File: src/rtl/pcm_freq_meter.sv
// pcm_freq_meter: counts valid PCM samples spanning N rising zero crossings (with hysteresis)
// and reports that count together with the positive peak, or a timeout flag.
module pcm_freq_meter #(
  parameter int DATA_WIDTH = 16,
  parameter int CNT_WIDTH  = 32,
  parameter int HYST       = 256,
  parameter int NPER_WIDTH = 8
) (
  input  logic                  clk,
  input  logic                  reset,
  input  logic                  sample_valid_i,
  input  logic [DATA_WIDTH-1:0] pcm_i,
  input  logic                  start_i,
  input  logic [NPER_WIDTH-1:0] nper_i,
  input  logic [CNT_WIDTH-1:0]  timeout_i,
  output logic                  busy_o,
  output logic                  done_o,
  output logic                  timeout_o,
  output logic [CNT_WIDTH-1:0]  period_cnt_o,
  output logic [DATA_WIDTH-1:0] peak_o
);
  typedef enum logic [2:0] {IDLE, ARM, SYNC, MEASURE, DONE} state_t;
  localparam logic signed [DATA_WIDTH:0] HYST_P = (DATA_WIDTH+1)'(HYST);
  localparam logic signed [DATA_WIDTH:0] HYST_N = -HYST_P;
  state_t state_q, state_d;
  logic                  level_q, level_d;
  logic [NPER_WIDTH-1:0] nper_q, nper_d, ecnt_q, ecnt_d;
  logic [CNT_WIDTH-1:0]  tmo_q, tmo_d, tcnt_q, tcnt_d, scnt_q, scnt_d;
  logic [DATA_WIDTH-1:0] peak_q, peak_d;
  logic [CNT_WIDTH-1:0]  res_cnt_q, res_cnt_d;
  logic [DATA_WIDTH-1:0] res_peak_q, res_peak_d;
  logic                  res_tmo_q, res_tmo_d;
  logic signed [DATA_WIDTH:0] pcm_x;
  logic is_hi, is_lo, rise, accept, active, tmo_hit, final_edge;
  logic [CNT_WIDTH-1:0]  tcnt_inc, scnt_sat;
  logic [DATA_WIDTH-1:0] peak_max;
  // Sign-extend one bit so -HYST is representable exactly in the compare.
  assign pcm_x      = {pcm_i[DATA_WIDTH-1], pcm_i};
  assign is_hi      = pcm_x >= HYST_P;
  assign is_lo      = pcm_x <= HYST_N;
  assign rise       = sample_valid_i && !level_q && is_hi;
  assign accept     = start_i && (state_q == IDLE || state_q == DONE);
  assign active     = state_q == ARM || state_q == SYNC || state_q == MEASURE;
  assign tcnt_inc   = tcnt_q + CNT_WIDTH'(1);
  assign tmo_hit    = active && sample_valid_i && tmo_q != '0 && tcnt_inc == tmo_q;
  assign final_edge = state_q == MEASURE && rise && (ecnt_q + NPER_WIDTH'(1)) == nper_q;
  assign scnt_sat   = (&scnt_q) ? scnt_q : scnt_q + CNT_WIDTH'(1);
  assign peak_max   = ($signed(pcm_i) > $signed(peak_q)) ? pcm_i : peak_q;
  always_ff @(posedge clk) begin
    if (reset) begin
      state_q    <= IDLE;
      level_q    <= 1'b0;
      nper_q     <= '0;
      ecnt_q     <= '0;
      tmo_q      <= '0;
      tcnt_q     <= '0;
      scnt_q     <= '0;
      peak_q     <= '0;
      res_cnt_q  <= '0;
      res_peak_q <= '0;
      res_tmo_q  <= 1'b0;
    end else begin
      state_q    <= state_d;
      level_q    <= level_d;
      nper_q     <= nper_d;
      ecnt_q     <= ecnt_d;
      tmo_q      <= tmo_d;
      tcnt_q     <= tcnt_d;
      scnt_q     <= scnt_d;
      peak_q     <= peak_d;
      res_cnt_q  <= res_cnt_d;
      res_peak_q <= res_peak_d;
      res_tmo_q  <= res_tmo_d;
    end
  end
  always_comb begin
    state_d = state_q;
    case (state_q)
      IDLE, DONE: state_d = accept ? ARM : IDLE;
      ARM:        state_d = tmo_hit ? DONE : (sample_valid_i && is_lo) ? SYNC : ARM;
      SYNC:       state_d = tmo_hit ? DONE : rise ? MEASURE : SYNC;
      MEASURE:    state_d = (final_edge || tmo_hit) ? DONE : MEASURE;
      default:    state_d = IDLE;
    endcase
  end
  always_comb begin
    level_d    = accept ? 1'b0 : !sample_valid_i ? level_q : is_hi ? 1'b1 : is_lo ? 1'b0 : level_q;
    nper_d     = accept ? ((nper_i == '0) ? NPER_WIDTH'(1) : nper_i) : nper_q;
    tmo_d      = accept ? timeout_i : tmo_q;
    tcnt_d     = accept ? '0 : (active && sample_valid_i) ? tcnt_inc : tcnt_q;
    scnt_d     = scnt_q;
    ecnt_d     = ecnt_q;
    peak_d     = peak_q;
    res_cnt_d  = res_cnt_q;
    res_peak_d = res_peak_q;
    res_tmo_d  = res_tmo_q;
    if (state_q == SYNC && rise) begin
      scnt_d = '0;
      ecnt_d = '0;
      peak_d = pcm_i;
    end
    if (state_q == MEASURE && sample_valid_i) begin
      scnt_d = scnt_sat;
      peak_d = peak_max;
      ecnt_d = ecnt_q + NPER_WIDTH'(rise);
    end
    // A final edge on the timeout sample still yields a valid result.
    if (final_edge) begin
      res_cnt_d  = scnt_sat;
      res_peak_d = peak_max;
      res_tmo_d  = 1'b0;
    end else if (tmo_hit) begin
      res_cnt_d  = '0;
      res_peak_d = '0;
      res_tmo_d  = 1'b1;
    end
  end
  always_comb begin
    busy_o = active;
    done_o = state_q == DONE;
  end
  assign timeout_o    = res_tmo_q;
  assign period_cnt_o = res_cnt_q;
  assign peak_o       = res_peak_q;
endmodule
File: config.mk
export PLATFORM = sky130hd
export DESIGN_NAME = pcm_freq_meter
export DESIGN_NICKNAME = d
export VERILOG_FILES = /design/src/rtl/pcm_freq_meter.sv
export SDC_FILE = /design/constraint.sdc
export NUM_CORES = 1
export LEC_CHECK = 0
export ABC_AREA = 1
export CAP_MARGIN = 20
export CORE_MARGIN = 2
export CORE_UTILIZATION = 30
export DETAILED_ROUTE_END_ITERATION = 8
export PLACE_DENSITY = 0.56
export SLEW_MARGIN = 20
export SYNTH_ARGS = -nofsm -noshare
export SYNTH_HDL_FRONTEND = slang
export SYNTH_SLANG_ARGS = --single-unit
export TNS_END_PERCENT = 1
File: constraint.sdc
create_clock -name clk -period 2 [get_ports clk]
set_clock_uncertainty 0.05 [all_clocks]
set_input_delay 0.3 -clock clk [delete_from_list [all_inputs] [get_ports clk]]
set_output_delay 0.3 -clock clk [all_outputs]
set_load 0.02 [all_outputs]
==> impl_metrics.ini <==
[yosys]
synthTopCellsByArea = dfxtp_1 34%, nand2_1 15%, a21oi_1 8.2%, inv_1 6.9%, nand3_1 6.1%
ys_ff_latch = 181
synth-seq-area-share_pct = 34.0
synth_edf_count = 0
synth_most_common_cell = nand2_1
postSynthAreaPerCell_sq_um = 6.56
synthArstFlopShare_pct = 0
yosysTopAreaCell = dfxtp_1
synth_nets = 1703
synth_cells = 1622
synth_cell_type_count = 42
synth_common_cells = 426 x nand2_1, 197 x inv_1, 181 x dfxtp_1
synth_ff_type = dfxtp_1
synth_area_sq_um = 10600
yosysWarnings = 0
synth_top_area_share_pct = 34.0

[route]
drc = 0
via_per_inst = 4.84
routed_wirelength_um = 36400
drtPass1Iterations = 5
num_vias = 11900
drt_iter0_markers = 702
wl_per_cell_um = 14.8
final_antenna_net_count = 0

[global_routing]
grt_max_degree = 105
first_global_vias = 11700
grt_pass1_wl_um = 58300
antenna_found_initial = 0
grt_usage_pct = 20.0
grt-ovfl-total = 0

[critical_path]
slowest_stage = dfxtp_1
cpPeakStageDelay_ps = 380
worst_ep_required_time_ps = 2260
cpMostUsedCell = nor2_4
cp-start-kind = flip-flop
critPathKind = reg -> reg
path_cells = nand2_1, nor2_4, nand2_8, nor2_4, buf_4, nand2_1, nand3_1, nand2_2, nor2_4, nand3_2, nor2_4, nand3_4, buf_12, buf_12, nand3_2, a21oi_1
crit_arrival_ps = 2760
endpoint_kind = flip-flop
worstPathMaxFanout = 8

[clock_network]
clockBufferDepth = 2
cts-root-buf = clkbuf_16
clock_sinks = 181
htree_levels = 4
clk_pin_slew_ps = 80
tritoncts = done
cts_buffers = 17
clk_latency_ps = 470

[power]
combPwrFrac_pct = 17.7
pwr_density_cell_nw_per_um2 = 580
clkPwrFrac_pct = 40.8
p_int_mw = 6.63
ir_worst_vdd_v = 0.000671
total_power_mw = 9.22
power_switching_mw = 2.59
p_sw_share_pct = 28.1
leakage_nw = 6.52
pwr-share-seq_pct = 41.5

[die]
die-area_sq_um = 37000
start_util_pct = 30.7
rows = 68
core-area_sq_um = 34700
fp.dieH_um = 192
pin_count = 111
die_x_um = 192

[final_layout]
fillers = 3496
diodes = 0
num-nets-final = 2062
final_area_sq_um = 15900
area_growth_pct = 49.4
drive_above_1_share_pct = 27.4

[timing]
max_freq_mhz = 399
fin_hold_ws_ps = 282
slew_headroom_pct = 50.8
hold_viol_final = 0
tightestPinTransition_ps = 737
finalSetupViolCount = 69
layout_setup_ws_ps = -507
finalCritPeriodShare_pct = 125
rsz0062_at_grt = true
drv_slew = 0
fin_crit_ps = 2510

[hold_path]
hp-class = in -> reg

[placement]
port_buffers = 110
dp_hpwl_um = 26200
placed_area_sq_um = 14200
place_congestion = 0.917

[status]
violations = negative setup slack
status = finished, violations left

[flow_run]
maxCapViolCount = 0
## power by group through the flow
stage,clock network [mW],logic [mW],registers (mW)
floorplan,0,0.763,3.89
global placement,0,1.48,3.91
detailed placement,0,1.49,3.91
CTS,3.85,1.55,3.83
global route,3.99,1.80,3.84
finish,3.76,1.63,3.83
## layout make-up
class	count	area, sq um	share of cell area (%)
Tap cell	455	569	3.58
Multi-Input combinational cell	1177	6620	41.6
Clock buffer	19	443	2.78
Inverter	199	752	4.73
Sequential cell	181	3650	22.9
Timing Repair Buffer	405	3680	23.1
Clock inverter	13	193	1.21
## through the flow
step	cells	utilization [%]	worst slack, ps	TNS, ps
after global routing	2449	45.8	-631	-38190
after CTS	2438	44.3	-499	-26010
after floorplan	1622	-	-18.7	-471
after detailed placement	2380	40.9	-649	-62330
final	2449	45.8	-507	-26080
after global placement	2380	40.9	-633	-59130
## cell usage in the layout (no fill, tap or decap), types with 3 or more instances in the layout
cell	n
nand3_1	103
nand3b_1	5
xnor3_1	3
inv_2	4
o22ai_1	15
and2_1	3
bufinv_16	4
nor4_2	5
nor2_4	17
xnor2_1	19
buf_4	263
clkbuf_16	18
dfxtp_4	3
xor2_1	23
o21ai_0	73
nor4_1	8
buf_16	5
a21oi_2	20
nand2_4	5
nand2_2	46
nor2_1	95
a21oi_1	154
nor3_1	17
nand4_1	43
dfxtp_1	167
buf_12	16
nand2_1	380
o211ai_1	11
nand3_4	5
nand3_2	51
inv_6	5
dfxtp_2	11
clkdlybuf4s50_1	106
nor2_2	29
inv_1	194
ha_1	18
nor3_2	4
buf_6	12
## sequential cells by signal, summed over array words and instances (netlist names)
register      flops
period_cnt_o     32
ecnt_q            8
timeout_o         1
nper_q            8
level_q           1
tcnt_q           32
scnt_q           32
peak_o           16
tmo_q            32
state_q           3
peak_q           16
## kinds of logic after synthesis
| family | after synthesis | synth area share (%) |
|---|---|---|
| AOI/OAI and AO/OA | 283 | 13.9 |
| xor gates and xnor gates | 49 | 4.42 |
| adders and majority gates | 21 | 2.47 |
| buffers and inverters | 264 | 9.88 |
| DFF | 181 | 34.0 |
| and+or+nand+nor | 824 | 35.3 |
## worst paths after layout
path / startpoint / end / slack (ps) / cells after the start
min: reset / peak_q[0] / 280 / 3
max reg2reg: tcnt_q[6] / peak_o[9] / -510 / 16
min reg2reg: period_cnt_o[2] / period_cnt_o[2] / 420 / 2
max: tcnt_q[6] / peak_o[9] / -510 / 16
## worst max-delay path: cells and delay by family (launching register included)
kind                   cells  cell delay, ps
AO/OA/AOI/OAI              1              60
buffers and inverters      3             460
flip-flops                 1             380
AND/OR/NAND/NOR           12            1400
## what timing repair did
action,CTS,global route
setup buffers,21,12
endpoints found under the setup margin,90,122
pin swaps,18,42
cloned,5,1
hold buffers,0,0
gates resized for setup,71,121
## layer usage
metal | vias to the layer above | global-route usage [%] | wire length, um
met2 | 240 | 34.7 | 18000
met5 | - | 0 | 0
met3 | 52 | 3.11 | 1480
li1 | 6039 | - | -
met4 | 0 | 7.60 | 901
met1 | 5520 | 24.9 | 15900
No activity file was read; power rests on OpenSTA's default activity.
